## src/rtl/uart_pkg.sv

```systemverilog
// Shared definitions for the configurable UART receiver.
//   PAR_*        parity-mode codes for the PARITY parameter
//   rx_state_e   receiver FSM encoding
//   calc_div     system clocks per oversample tick (truncated)
//   clog2_min1   counter width helper, never returns 0
package uart_pkg;

  localparam int PAR_NONE = 0;
  localparam int PAR_ODD  = 1;
  localparam int PAR_EVEN = 2;

  typedef enum logic [2:0] {
    ST_IDLE  = 3'd0,
    ST_START = 3'd1,
    ST_DATA  = 3'd2,
    ST_PAR   = 3'd3,
    ST_STOP  = 3'd4
  } rx_state_e;

  function automatic int calc_div(input int clk_hz, input int baud, input int osr);
    return clk_hz / (baud * osr);
  endfunction

  function automatic int clog2_min1(input int n);
    return (n <= 2) ? 1 : $clog2(n);
  endfunction

endpackage

```

## src/rtl/uart_os_tick.sv

```systemverilog
// Oversample tick generator: clock divider plus per-bit phase counter.
//   clk_i      system clock
//   rst_i      synchronous reset, active-high
//   restart_i  zero both counters (start edge seen) so sampling aligns to it
//   tick_o     one-cycle pulse every DIV clocks
//   phase_o    oversample phase within the current bit, 0..OSR-1
module uart_os_tick
  import uart_pkg::*;
#(
  parameter int DIV = 54,
  parameter int OSR = 16
) (
  input  logic                          clk_i,
  input  logic                          rst_i,
  input  logic                          restart_i,
  output logic                          tick_o,
  output logic [clog2_min1(OSR)-1:0]    phase_o
);

  localparam int CW = clog2_min1(DIV);
  localparam int PW = clog2_min1(OSR);
  localparam logic [CW-1:0] CNT_MAX = CW'(DIV - 1);
  localparam logic [PW-1:0] PH_MAX  = PW'(OSR - 1);

  logic [CW-1:0] cnt_q, cnt_d;
  logic [PW-1:0] ph_q, ph_d;

  always_comb begin
    tick_o = (cnt_q == CNT_MAX);
    cnt_d  = tick_o ? '0 : cnt_q + 1'b1;
    ph_d   = ph_q;
    if (tick_o) ph_d = (ph_q == PH_MAX) ? '0 : ph_q + 1'b1;
    if (restart_i) begin
      cnt_d = '0;
      ph_d  = '0;
    end
  end

  always_ff @(posedge clk_i) begin
    if (rst_i) begin
      cnt_q <= '0;
      ph_q  <= '0;
    end else begin
      cnt_q <= cnt_d;
      ph_q  <= ph_d;
    end
  end

  assign phase_o = ph_q;

endmodule

```

## src/rtl/uart_rx_cfg.sv

```systemverilog
// Configurable UART receiver: 5-9 data bits, none/odd/even parity, 1-2 stop
// bits, 3-sample majority vote per bit, one-entry valid/ready output buffer.
//   clk        system clock
//   rst        synchronous reset, active-high
//   rxd        async serial input, idle high
//   rdy_rx     consumer ready
//   d_rx       received word, LSB first on the line
//   vld_rx     d_rx and flags hold an unconsumed word
//   par_err    parity mismatch for the word in d_rx
//   frame_err  a stop bit was voted 0 for the word in d_rx
//   overrun    one-cycle pulse: finished frame dropped because buffer was full
module uart_rx_cfg
  import uart_pkg::*;
#(
  parameter int CLK_HZ    = 100_000_000,
  parameter int BAUD      = 9600,
  parameter int OSR       = 16,
  parameter int DATA_BITS = 8,
  parameter int PARITY    = 0,
  parameter int STOP_BITS = 1
) (
  input  logic                 clk,
  input  logic                 rst,
  input  logic                 rxd,
  input  logic                 rdy_rx,
  output logic [DATA_BITS-1:0] d_rx,
  output logic                 vld_rx,
  output logic                 par_err,
  output logic                 frame_err,
  output logic                 overrun
);

  localparam int DIV = calc_div(CLK_HZ, BAUD, OSR);
  localparam int PW  = clog2_min1(OSR);
  // Samples are taken on the ticks that enter phases OSR/2-1, OSR/2 and
  // OSR/2+1, i.e. while the counter still shows the preceding phase.
  localparam logic [PW-1:0] PH_S0 = PW'(OSR/2 - 2);
  localparam logic [PW-1:0] PH_S1 = PW'(OSR/2 - 1);
  localparam logic [PW-1:0] PH_V  = PW'(OSR/2);
  localparam logic [3:0] LAST_DBIT = 4'(DATA_BITS - 1);
  localparam logic [3:0] LAST_SBIT = 4'(STOP_BITS - 1);

  logic [1:0]           sync_q;
  logic                 rx_prev_q;
  logic                 rx_s;
  logic                 tick, restart, vote_en, vote, done;
  logic [PW-1:0]        phase;
  rx_state_e            state_q, state_d;
  logic [1:0]           smp_q, smp_d;
  logic [DATA_BITS-1:0] shreg_q, shreg_d;
  logic [3:0]           bcnt_q, bcnt_d;
  logic                 pacc_q, pacc_d, facc_q, facc_d;
  logic [DATA_BITS-1:0] d_q;
  logic                 vld_q, perr_q, ferr_q, ovr_q;

  assign rx_s = sync_q[1];

  uart_os_tick #(.DIV(DIV), .OSR(OSR)) u_tick (
    .clk_i     (clk),
    .rst_i     (rst),
    .restart_i (restart),
    .tick_o    (tick),
    .phase_o   (phase)
  );

  assign vote_en = tick & (phase == PH_V);
  assign vote    = (smp_q[0] & smp_q[1]) | (smp_q[0] & rx_s) | (smp_q[1] & rx_s);

  always_comb begin
    state_d = state_q;
    smp_d   = smp_q;
    shreg_d = shreg_q;
    bcnt_d  = bcnt_q;
    pacc_d  = pacc_q;
    facc_d  = facc_q;
    restart = 1'b0;
    done    = 1'b0;
    if (tick && phase == PH_S0) smp_d[0] = rx_s;
    if (tick && phase == PH_S1) smp_d[1] = rx_s;
    unique case (state_q)
      ST_IDLE: if (rx_prev_q && !rx_s) begin
        restart = 1'b1;
        state_d = ST_START;
        bcnt_d  = '0;
        pacc_d  = 1'b0;
        facc_d  = 1'b0;
      end
      ST_START: if (vote_en) state_d = vote ? ST_IDLE : ST_DATA;
      ST_DATA: if (vote_en) begin
        shreg_d = {vote, shreg_q[DATA_BITS-1:1]};
        bcnt_d  = bcnt_q + 4'd1;
        if (bcnt_q == LAST_DBIT) begin
          bcnt_d  = '0;
          state_d = (PARITY != PAR_NONE) ? ST_PAR : ST_STOP;
        end
      end
      ST_PAR: if (vote_en) begin
        pacc_d  = ((^shreg_q) ^ vote) != (PARITY == PAR_ODD);
        state_d = ST_STOP;
      end
      ST_STOP: if (vote_en) begin
        facc_d = facc_q | ~vote;
        bcnt_d = bcnt_q + 4'd1;
        // Leave at mid-bit so a start edge half a bit later is still caught.
        if (bcnt_q == LAST_SBIT) begin
          done    = 1'b1;
          state_d = ST_IDLE;
        end
      end
      default: state_d = ST_IDLE;
    endcase
  end

  always_ff @(posedge clk) begin
    if (rst) begin
      sync_q    <= 2'b11;
      rx_prev_q <= 1'b1;
      state_q   <= ST_IDLE;
      smp_q     <= '0;
      shreg_q   <= '0;
      bcnt_q    <= '0;
      pacc_q    <= 1'b0;
      facc_q    <= 1'b0;
      d_q       <= '0;
      vld_q     <= 1'b0;
      perr_q    <= 1'b0;
      ferr_q    <= 1'b0;
      ovr_q     <= 1'b0;
    end else begin
      sync_q    <= {sync_q[0], rxd};
      rx_prev_q <= rx_s;
      state_q   <= state_d;
      smp_q     <= smp_d;
      shreg_q   <= shreg_d;
      bcnt_q    <= bcnt_d;
      pacc_q    <= pacc_d;
      facc_q    <= facc_d;
      ovr_q     <= done & vld_q & ~rdy_rx;
      // A word consumed in the same cycle frees the slot for the new frame.
      if (done && (!vld_q || rdy_rx)) begin
        d_q    <= shreg_q;
        perr_q <= pacc_d;
        ferr_q <= facc_d;
        vld_q  <= 1'b1;
      end else if (vld_q && rdy_rx) begin
        vld_q  <= 1'b0;
      end
    end
  end

  assign d_rx      = d_q;
  assign vld_rx    = vld_q;
  assign par_err   = perr_q;
  assign frame_err = ferr_q;
  assign overrun   = ovr_q;

endmodule

```

## config.mk

```make
export PLATFORM = sky130hd
export DESIGN_NAME = uart_rx_cfg
export DESIGN_NICKNAME = d
export VERILOG_FILES = /design/src/rtl/uart_pkg.sv /design/src/rtl/uart_os_tick.sv /design/src/rtl/uart_rx_cfg.sv
export SDC_FILE = /design/constraint.sdc
export NUM_CORES = 1
export LEC_CHECK = 0
export CORE_UTILIZATION = 40
export CTS_BUF_LIST = sky130_fd_sc_hd__clkbuf_4
export CTS_CLUSTER_DIAMETER = 60
export DETAILED_ROUTE_END_ITERATION = 7
export SYNTH_ARGS = -nofsm -noshare
export SYNTH_HDL_FRONTEND = slang
export SYNTH_SLANG_ARGS = --single-unit
```

## constraint.sdc

```tcl
create_clock -name clk -period 2.4 [get_ports clk]
set_input_delay 0.48 -clock clk [delete_from_list [all_inputs] [get_ports clk]]
set_output_delay 0.48 -clock clk [all_outputs]
set_load 0.02 [all_outputs]
```

==> flow_metrics.tcl, run 1 <==
set metrics [dict create \
    crit_slowest_cell "or4b_4" \
    relSlewSlack_pct 59.1 \
    hold_depth 1 \
    fmax_mhz 416 \
    clk_pin_slew_ps 130 \
    start_util_pct 42.8 \
    clockBufferDepth 2 \
    netlist_area_mm2 0.00224 \
    final_util_pct 49.4 \
    io_pins 16 \
    final_hold_viol_count 0 \
    finalCritPeriodShare_pct 100 \
    dp_cells 338 \
    grt_max_degree 20 \
    dr_total_vias 1741 \
    final_cell_mix "dfxtp_1, nor2_1, nand2_1, mux2i_1" \
    grt_pass1_wl_um 7570 \
    core-area_mm2 0.00524 \
    worstSetupStartpoint "u_tick.cnt_q[6]$_SDFF_PP0_" \
    rsz0062_at_grt "yes" \
    reg2reg_depth 5 \
    ff2ff_setup_slack_ps -5 \
    end_kind "register" \
    setup_viol 1 \
    crit_arrival_ps 2700 \
    reg2reg_from "u_tick.cnt_q[6]$_SDFF_PP0_" \
    pwr-share-comb_pct 6.0 \
    grt.met3_usage_pct 3.57 \
    synth_area_per_cell_um2 8.86 \
    clock-root-buffer "clkbuf_4" \
    grt_pass1_vias 1685 \
    num_antenna_cells 0 \
    worstSkewPairLatency_ps 370 \
    hpwlAfterDp_um 2850 \
    drc 0 \
    ctsHtreeMaxLevel 2 \
    dr.pass1.iters 4 \
    fin_nets 287 \
    final-max-slew-violation-count 0 \
    critPathRequiredTime_ps 2700 \
    met2_usage_pct 23.9 \
    ys_types 43 \
    synth_nets 264 \
    power_switching_share_pct 24.6 \
    drt_wl_total_um 4150 \
    area_delta_synth_final_pct 15.5 \
    io_buffers 15 \
    grt_use_total_pct 15.9 \
    yosysSeqAreaShare_pct 42.9 \
    clockPowerShare_pct 29.2 \
    ant_nets 0 \
    crit_end "bcnt_q[3]$_SDFFE_PP0P_" \
    layout_setup_ws_ps -5.23 \
    tightest_slew_ps 612 \
    netSwitchingPower_w 0.000309 \
    fillers 526 \
    drt-vias-per-instance 5.03 \
    dieHeight_um 76.9 \
    cts.sinks 48 \
    ys_ff_latch 48 \
    drt_iter0_drc 121 \
    cts_tree "yes" \
    drv_cap 0 \
    peakVddDrop_v 0.000335 \
    grtUsageMet1_pct 21.4 \
    drive_gt1_share_pct 12.3 \
    violations "setup timing" \
    multiInputGateArea_mm2 0.00120 \
    critPathMaxFanout 4 \
    p_seq_share_pct 64.8 \
    die-area_mm2 0.00591 \
    regArea_um2 962 \
    syn_inst 253 \
    worstReg2RegEnd "bcnt_q[3]$_SDFFE_PP0P_" \
    grt.overflow.total 0 \
    hp-start "sync_q[0]$_SDFF_PP1_" \
    start_kind "register" \
    wire_per_inst_um 12.0 \
    antenna_found_initial 0 \
    rows 26 \
    place_congestion 0.785 \
    hold_slack_ps 427 \
    cts_buffers 5 \
    top_usage_layer "met2" \
    slowest_delay_ps 540 \
    cp.depth 5 \
    final_common_cell "dfxtp_1" \
    path_cells "or4b_4 > or4_4 > maj3_2 > or4b_1 > a21oi_2" \
    p_int_w 0.000947 \
    fin_skew_ps 15.0 \
    instances_no_fill 346 \
    period_minus_slack_ps 2410 \
    synth_warnings 0 \
    dieWidth_um 76.9 \
    cellLeakagePower_nw 0.869 \
    worstHoldPathType "register to register" \
    crit_family "simple AND/OR/NAND/NOR gates" \
    status "finished, violations left" \
    crit_type "register to register" \
    p_total_w 0.00126 \
    p_per_area_mw_per_mm2 485 \
    path_buf_inv 0 \
]
what timing repair did:
item / CTS / global route
hold buffers: 0 / 0
endpoints found under the setup margin: 2 / 2
buffers inserted: 1 / 0
resized for setup: 0 / 4
pin swaps: 1 / 1
cloned: 0 / 0
power by group through the flow:
stage / sequential [W] / combinational [W] / clock, W
floorplan: 0.000830 / 0.0000525 / 0
global placement: 0.000832 / 0.0000727 / 0
detailed placement: 0.000832 / 0.0000723 / 0
CTS: 0.000815 / 0.0000738 / 0.000385
global route: 0.000817 / 0.0000863 / 0.000416
finish: 0.000815 / 0.0000754 / 0.000366
worst reg2reg max path: stages (launching register included):
cell,delay [ps]
dfxtp_2,340
or4b_4,540
or4_4,500
maj3_2,350
or4b_1,490
a21oi_2,130
metrics by stage:
stage | setup slack, ps | area [um2] | setup TNS [ps]
floorplan | -51.1 | 2240 | -101
global placement | 67.1 | 2520 | 0
detailed placement | 29.5 | 2520 | 0
CTS | -9.10 | 2580 | -9.10
global route | -71.3 | 2590 | -141
finish | -5.23 | 2590 | -5.23
cell usage after synthesis, drive strengths merged:
master,number,area [um2]
a21oi,17,85.1
clkbuf,10,37.5
and3,1,6.26
xnor2,12,105
dfxtp,48,961
nor4,2,12.5
or4,4,35.0
ha,7,87.6
a21boi,1,7.51
nor2b,3,18.8
nand4,2,12.5
xor2,5,43.8
nand2b,5,31.3
nor2,37,139
a32o,1,10.0
a31oi,2,12.5
or2,5,31.3
inv,8,30.0
a41oi,1,8.76
nand2,17,63.8
nand3b,2,15.0
nor3b,3,22.5
nand3,12,60.1
nor3,7,35.0
nand4b,1,8.76
mux2i,16,160
o21bai,1,7.51
o41ai,2,17.5
o31ai,1,7.51
or4b,3,33.8
a311oi,1,8.76
o31a,1,8.76
buf,3,21.3
a211oi,3,22.5
o21ai,6,30.0
maj3,2,21.3
xnor3,1,22.5
layer usage:
layer  up-vias  routed length [um]
met5         -                   0
met3         8                 128
met2        25                1750
li1        917                   -
met4         0                  67
met1       791                2210
how the worst min path moves through the flow:
stage                           end  slack, ps
6_report       sync_q[1]$_SDFF_PP1_        430
5_1_grt        sync_q[1]$_SDFF_PP1_        450
4_1_cts        sync_q[1]$_SDFF_PP1_        430
3_5_place_dp   sync_q[1]$_SDFF_PP1_        400
3_3_place_gp   sync_q[1]$_SDFF_PP1_        390
2_1_floorplan  sync_q[1]$_SDFF_PP1_        390
registers in the layout (all words and copies together) (netlist names), 2 cells and up:
signal and flops:
bcnt_q 4, d_rx 8, shreg_q 8, smp_q 2
state_q 3, sync_q 2, u_tick.cnt_q 10, u_tick.phase_o 4
area by class of cell:
cell class	instances	share of cell area, %
flip-flops and latches	48	37.2
repair buffers	29	9.86
multi-input cells	184	46.5
clock inverters	2	0.483
well taps	70	3.38
clock buffers	5	1.45
inverters	8	1.16
cells by family after synthesis:
| logic type | Yosys count | share of synthesized area (%) |
|---|---|---|
| DFF | 48 | 42.9 |
| AOI/OAI and AO/OA | 37 | 10.1 |
| xor gates and xnor gates | 18 | 7.64 |
| muxes | 16 | 7.14 |
| buffers and inverters | 21 | 3.96 |
| and+or+nand+nor | 104 | 23.4 |
| adders and majority gates | 9 | 4.85 |
No activity file was read; power rests on OpenSTA's default activity.
==> run 2: changes to the inputs <==
--- a/config.mk
+++ b/config.mk
@@ -5,6 +5,7 @@
 export SDC_FILE = /design/constraint.sdc
 export NUM_CORES = 1
 export LEC_CHECK = 0
+export CORE_MARGIN = 5
 export CORE_UTILIZATION = 40
 export CTS_BUF_LIST = sky130_fd_sc_hd__clkbuf_4
 export CTS_CLUSTER_DIAMETER = 60
==> flow_metrics.tcl, run 2 (synthesis gave the netlist of run 1 again) <==
set metrics [dict create \
    start_util_pct 41.0 \
    peakVddDrop_v 0.000287 \
    grt_use_total_pct 12.1 \
    layout_setup_ws_ps -4.20 \
    rsz0062_at_grt "yes" \
    cts_tree "yes" \
    dr_total_vias 1759 \
    crit_type "register to register" \
    io_pins 16 \
    crit_slowest_cell "or4b_4" \
    path_cells "or4b_4 > or4_4 > maj3_2 > or4_4 > a21oi_2" \
    tightest_slew_ps 655 \
    io_buffers 15 \
    grt_pass1_vias 1580 \
    clk_pin_slew_ps 140 \
    instances_no_fill 349 \
    dr.pass1.iters 4 \
    drv_cap 0 \
    p_seq_share_pct 64.6 \
    drt_wl_total_um 4140 \
    drc 0 \
    drive_gt1_share_pct 14.8 \
    critPathMaxFanout 4 \
    core-area_mm2 0.00547 \
    ant_nets 0 \
    p_per_area_mw_per_mm2 481 \
    pwr-share-comb_pct 6.1 \
    end_kind "register" \
    wire_per_inst_um 11.9 \
    clock-root-buffer "clkbuf_4" \
    setup_viol 2 \
    p_int_w 0.000953 \
    top_register "u_tick.cnt_q" \
    fmax_mhz 416 \
    cts_buffers 5 \
    dp_cells 340 \
    path_common_cell "or4_4" \
    period_minus_slack_ps 2400 \
    final_hold_viol_count 0 \
    worstSkewPairLatency_ps 350 \
    status "finished, violations left" \
    num_antenna_cells 0 \
    critPathRequiredTime_ps 2690 \
    final_cell_mix "dfxtp_1, nor2_1, nand2_1, mux2i_1, clkdlybuf4s50_1" \
    final_common_cell "dfxtp_1" \
    rows 27 \
    antenna_found_initial 0 \
    fin_nets 287 \
    crit_arrival_ps 2690 \
    finalCritPeriodShare_pct 100 \
    ctsHtreeMaxLevel 2 \
    grt.overflow.total 0 \
    clockBufferDepth 2 \
    grt_pass1_wl_um 7300 \
    cellLeakagePower_nw 0.875 \
    cts.sinks 48 \
    cts_hold_buf 0 \
    largest_reg_flops 10 \
    crit_family "simple AND/OR/NAND/NOR gates" \
    relSlewSlack_pct 56.0 \
    dieWidth_um 84.9 \
    clockPowerShare_pct 29.3 \
    drt_iter0_drc 57 \
    worstHoldPathType "register to register" \
    final-max-slew-violation-count 0 \
    dp_slack_ps 25.1 \
    grt_max_degree 27 \
    power_switching_share_pct 24.5 \
    die-area_mm2 0.00720 \
    slowest_delay_ps 540 \
    place_congestion 0.803 \
    hpwlAfterDp_um 2960 \
    p_total_w 0.00126 \
    fin_skew_ps 12.2 \
    start_kind "register" \
    path_buf_inv 0 \
    area_delta_synth_final_pct 17.1 \
    drt-vias-per-instance 5.04 \
    dieHeight_um 84.9 \
    violations "setup timing" \
    netSwitchingPower_w 0.000309 \
]
-- run 2: layout make-up --
cell class	count	area (um2)
inverters	8	30.0
clock inverters	3	17.5
clock buffers	5	37.5
well taps	72	90.1
fillers	549	2850
repair buffers	29	255
flip-flops and latches	48	962
multi-input cells	184	1230
-- run 2: timing repair --
item                       in CTS  in global routing
gates resized for setup         1                  9
setup endpoints to repair       2                  4
pin swaps                       1                  1
buffers inserted                1                  0
-- run 2: worst paths after layout --
| path | startpoint | end | slack (ps) | cells past startpoint |
|---|---|---|---|---|
| max | u_tick.cnt_q[6]$_SDFF_PP0_ | bcnt_q[0]$_SDFFE_PP0P_ | -4 | 5 |
| min | sync_q[0]$_SDFF_PP1_ | sync_q[1]$_SDFF_PP1_ | 440 | 1 |
| max reg2reg | u_tick.cnt_q[6]$_SDFF_PP0_ | bcnt_q[0]$_SDFFE_PP0P_ | -4 | 5 |
| min reg2reg | sync_q[0]$_SDFF_PP1_ | sync_q[1]$_SDFF_PP1_ | 440 | 1 |
-- run 2: metrics by stage --
| step | area, um2 | TNS [ps] | util (%) | hold WS [ps] |
|---|---|---|---|---|
| final | 2630 | -5.29 | 48.0 | 438 |
| after global routing | 2630 | -156 | 48.0 | 485 |
| after CTS | 2580 | -1.29 | 47.2 | 444 |
| after detailed placement | 2520 | 0 | 46.1 | 400 |
| after global placement | 2520 | 0 | 46.1 | 397 |
| after floorplan | 2240 | -101 | - | 389 |
-- run 2: worst reg2reg max path, stage by stage, from the launching register on --
cell and delay, ps:
dfxtp_2 350, or4b_4 540, or4_4 500, maj3_2 350, or4_4 490, a21oi_2 120
-- run 2: power by group through the flow --
stage               combinational [W]  sequential [W]  clock, W
CTS                         0.0000736        0.000815  0.000391
global placement            0.0000724        0.000832         0
finish                      0.0000768        0.000816  0.000370
floorplan                   0.0000525        0.000830         0
global route                0.0000865        0.000818  0.000423
detailed placement          0.0000727        0.000833         0
-- run 2: metal layers --
metal	part of all wire, %	up-vias	track usage (%)
li1	-	915	-
met1	52	818	17.3
met2	44	24	18.0
met3	3.6	2	2.62
met4	0.70	0	3.88
met5	0	-	0
==> run 3: changes to the inputs <==
--- a/config.mk
+++ b/config.mk
@@ -5,7 +5,7 @@
 export SDC_FILE = /design/constraint.sdc
 export NUM_CORES = 1
 export LEC_CHECK = 0
-export CORE_MARGIN = 5
+export CORE_MARGIN = 1
 export CORE_UTILIZATION = 40
 export CTS_BUF_LIST = sky130_fd_sc_hd__clkbuf_4
 export CTS_CLUSTER_DIAMETER = 60
==> results of run 3 <==
Same layout as run 1: the final DEF is identical, and so are final timing and power.
==> edit 1, RTL diff (flow settings as in run 2) <==
Compare `bcnt_q` against `LAST_DBIT` with >= in place of ==.
--- a/src/rtl/uart_rx_cfg.sv
+++ b/src/rtl/uart_rx_cfg.sv
@@ -91,3 +91,3 @@
         bcnt_d  = bcnt_q + 4'd1;
-        if (bcnt_q == LAST_DBIT) begin
+        if (bcnt_q >= LAST_DBIT) begin
           bcnt_d  = '0;
Function: same outputs for any inputs over 10 cycles, from zero or initial values and one cycle with rst high; that may be too few to reach the edited logic, so the function may still have changed.
==> edit 1 against run 2 <==
- critical path depth up 1
- sequential share of layout area up 1.7 points
- cell area down 4.5%
- routed wire length down 9.5%
- clock power up 1%
- power down 2.8%
- final cell count down 6.9%
- area after synthesis down 2.6%
- sequential cell count unchanged
- core utilization down 1.6 points
- via count down 11%
- worst setup slack better by 0.15 ns
- critical path type unchanged
- largest power group unchanged
==> edit 1: results (changes against run 2) <==
| Metric | Value |
|---|---|
| Outcome | `complete, no violations` |
| FF-to-FF Start | `u_tick.cnt_q[5]$_SDFF_PP0_` |
| First-pass GRT wire length | `6.67 mm (-8.6%)` |
| Vias in the first global route | `1,479 (-6.4%)` |
| WP data arrival | `2.49 ns (-0.20 ns)` |
| Placed cell area | `2440 um^2 (-3.2%)` |
| Via/cell ratio | `4.84 (-3.9%)` |
| DR WL/cell | `11.5 um (-2.8%)` |
| Share of layout cells above drive strength 1 | `10.3% (-4.5 points)` |
| Post-synth top cells | `48 x dfxtp_1, 35 x nor2_1, 21 x mux2i_1` |
| Fillers | `533 (-2.9%)` |
| DR iter-0 viols | `115 (+100%)` |
| Fin nets | `263 (-8.4%)` |
| Relative slew slack | `74.0% (+18 points)` |
| Crit-path max FO | `6 (+2)` |
| WL met3 | `96 um (-36%)` |
| Largest cells by area after synthesis | `dfxtp_1 44%, mux2i_1 9.6%, nor2_1 6.0%` |
| Post-CTS setup buffer count | `0 (-1)` |
| Mapped Nets | `244 (-7.6%)` |
| RePlAce Congestion | `0.811 (+1.1%)` |
| DR WL met2 | `1.76 mm (-2.9%)` |
| Post-DP HPWL | `2.67 mm (-9.9%)` |
| Met1 Wirelength | `1.82 mm (-15%)` |
| Leak | `0.925 nW (+5.7%)` |
| Clk_skew | `0.0165 ns (+0.00430 ns)` |
| Peak VDD IR | `0.000385 V (+34%)` |
==> edit 1: changes by cell type after synthesis, moves of 3 or more <==
cell     before  now
nand3_1      12    4
nand2_1      17   11
mux2i_1      16   21
nor3_1        7    2
or3_1         0    5
or4_1         2    5
==> edit 1: power by group <==
part	internal (mW)	switching, mW
Clock	0.136	0.239
Sequential	0.804	0.00882
Combinational	0.0161	0.0239
==> edit 1: path summary, 6_finish.rpt <==
kind	endpoint	slack, ns	cells after the start
hold / removal	sync_q[1]$_SDFF_PP1_	0.44	1
setup reg to reg	shreg_q[5]$_SDFFE_PP0P_	0.14	6
hold reg to reg	sync_q[1]$_SDFF_PP1_	0.44	1
setup / recovery	shreg_q[5]$_SDFFE_PP0P_	0.14	6
==> edit 1: logic make-up after synthesis <==
kind of cell	count (synthesis)	share of synthesized area (%)
AND/OR/NAND/NOR	93	24.1
adder cells (fa/ha/maj)	7	4.01
flip-flops	48	44.0
multiplexers	21	9.62
buffers and inverters	20	3.44
AO/OA/AOI/OAI	27	7.45
XOR/XNOR	17	7.45
==> edit 1: through the flow <==
| stage | hold WS [ns] | worst slack (ns) | std cells | power [mW] |
|---|---|---|---|---|
| final | 0.440 | 0.145 | 325 | 1.23 |
| after global routing | 0.455 | 0.0288 | 325 | 1.29 |
| after CTS | 0.443 | 0.111 | 325 | 1.25 |
| after detailed placement | 0.411 | 0.143 | 317 | 0.870 |
| after global placement | 0.410 | 0.176 | 317 | 0.870 |
| after floorplan | 0.389 | 0.142 | 233 | 0.856 |
==> edit 1: repair_timing <==
action | in CTS | in global routing
endpoints found under the setup margin | 0 | 2
gates resized for setup | 0 | 2
hold buffers | 0 | 0
==> edit 1: cell type report <==
type | instances | area (um^2) | share of cell area [%]
Inverter | 10 | 37.5 | 1.50
Sequential cell | 48 | 961 | 38.3
Clock buffer | 7 | 52.6 | 2.09
Clock inverter | 1 | 3.75 | 0.150
Multi-Input combinational cell | 165 | 1160 | 46.1
Tap cell | 72 | 90.1 | 3.59
Timing Repair Buffer | 22 | 206 | 8.23
==> edit 1: critical path, cell delays in order (launching register included) <==
cell and delay, ns:
dfxtp_1 0.36, or4b_4 0.58, or4_4 0.57, nor3_4 0.19, buf_4 0.19, mux2i_1 0.19
nor2_1 0.05
==> edit 1: metal layers <==
layer  vias up  GRT usage [%]
met4         0           4.39
li1        828              -
met5         -              0
met2        17           17.9
met3         4           2.76
met1       725           15.0
==> edit 2, RTL diff (settings of run 2) <==
Without the edit above. Set the parameter `BAUD` to 19200 (it was 9600).
--- a/src/rtl/uart_rx_cfg.sv
+++ b/src/rtl/uart_rx_cfg.sv
@@ -15,3 +15,3 @@
   parameter int CLK_HZ    = 100_000_000,
-  parameter int BAUD      = 9600,
+  parameter int BAUD      = 19200,
   parameter int OSR       = 16,
Formal check against the unedited RTL: same outputs for any inputs over 10 cycles, from zero or initial values and one cycle with rst high; that may be too few to reach the edited logic, so the function may still have changed.
==> edit 2 against run 2 <==
- area after synthesis shrank 4.0%
- clock skew grew 0.0053 ns
- routed wire length shrank 11%
- fmax grew 18%
- worst setup slack gained 0.38 ns
- sequential cell count shrank 1
- power shrank 2.2%
- cell area shrank 8.1%
- largest cell class unchanged
==> edit 2: results (changes against run 2) <==
| Metric | Value |
|---|---|
| Outcome | `complete, no violations` |
| WL met3 | `146 um (-2.0%)` |
| WP data arrival | `2.34 ns (-0.35 ns)` |
| Sequential power share | `64.8% (+0.2 points)` |
| Clk_skew | `0.0174 ns (+0.00525 ns)` |
| DR iter-0 viols | `79 (+39%)` |
| Mapped Nets | `246 (-6.8%)` |
| First-pass GRT wire length | `6.61 mm (-9.5%)` |
| DR WL met2 | `1.56 mm (-14%)` |
| Met3 Usage GRT | `3.27% (+0.65 points)` |
| Crit-path max FO | `9 (+5)` |
| Post-synth top cells | `47 x dfxtp_1, 31 x nor2_1, 29 x nand2_1` |
| Total chip power | `1.23 mW (-2.2%)` |
| Adder-cell share of the synthesized area | `4.53% (-0.32 points)` |
| GR Util met2 | `17.4% (-0.59 points)` |
| Post-Route WL | `3.70 mm (-11%)` |
| Via/cell ratio | `4.93 (-2.1%)` |
| Largest net degree at the start of global routing | `34 (+26%)` |
| Xor and xnor fraction of the mapped netlist area | `7.96% (+0.32 points)` |
| Crit-path max cell delay | `0.39 ns (-0.15 ns)` |
| Post_cts resized | `0 (-1)` |
| CP startpoint | `u_tick.cnt_q[0]$_SDFF_PP0_` |
| RR Endpoint | `bcnt_q[3]$_SDFFE_PP0P_` |
| Largest cells by area after synthesis | `dfxtp_1 44%, mux2i_1 5.6%, nor2_1 5.4%` |
| Fin Hold WS | `0.426 ns (-0.0120 ns)` |
| Synth Area in Compound Gates | `7.79% (-2.3 points)` |
| Met1 Wirelength | `1.94 mm (-9.7%)` |
| Register-to-Register Path Depth | `7 (+2)` |
| Share of layout cells above drive strength 1 | `8.76% (-6.0 points)` |
| RePlAce Congestion | `0.761 (-5.1%)` |
| Post-CTS setup buffer count | `0 (-1)` |
| Reg2Reg Setup Slack | `0.37 ns (+0.38 ns)` |
| Largest register FFs | `9 (-1)` |
| Post-DP HPWL | `2.65 mm (-11%)` |
| Pint | `0.939 mW (-1.5%)` |
| Relative slew slack | `64.8% (+8.8 points)` |
| Fin nets | `261 (-9.1%)` |
| Mux share of post-synthesis cell area | `5.58% (-1.6 points)` |
[edit 2: area by class of cell]
class,instances,share of cell area [%]
tap,70,3.63
clock buffer,6,1.87
clock inverter,2,0.519
timing repair buffer,17,6.85
multi-input combinational,172,47.0
sequential,47,39.0
inverter,7,1.09
[edit 2: through the flow]
step / util, % / instances / setup WS, ns
final: 46.6 / 321 / 0.371
after floorplan: - / 235 / 0.553
after CTS: 46.6 / 321 / 0.351
after global placement: 45.5 / 313 / 0.370
after global routing: 46.6 / 321 / 0.0773
after detailed placement: 45.5 / 313 / 0.361
[edit 2: critical path, delay by kind of cell (launching register included)]
family / cells / cell delay, ns
AO/OA/AOI/OAI: 2 / 0.37
AND/OR/NAND/NOR: 3 / 1.03
flip-flops: 1 / 0.38
adder cells (fa/ha/maj): 1 / 0.14
buffers and inverters: 1 / 0.07
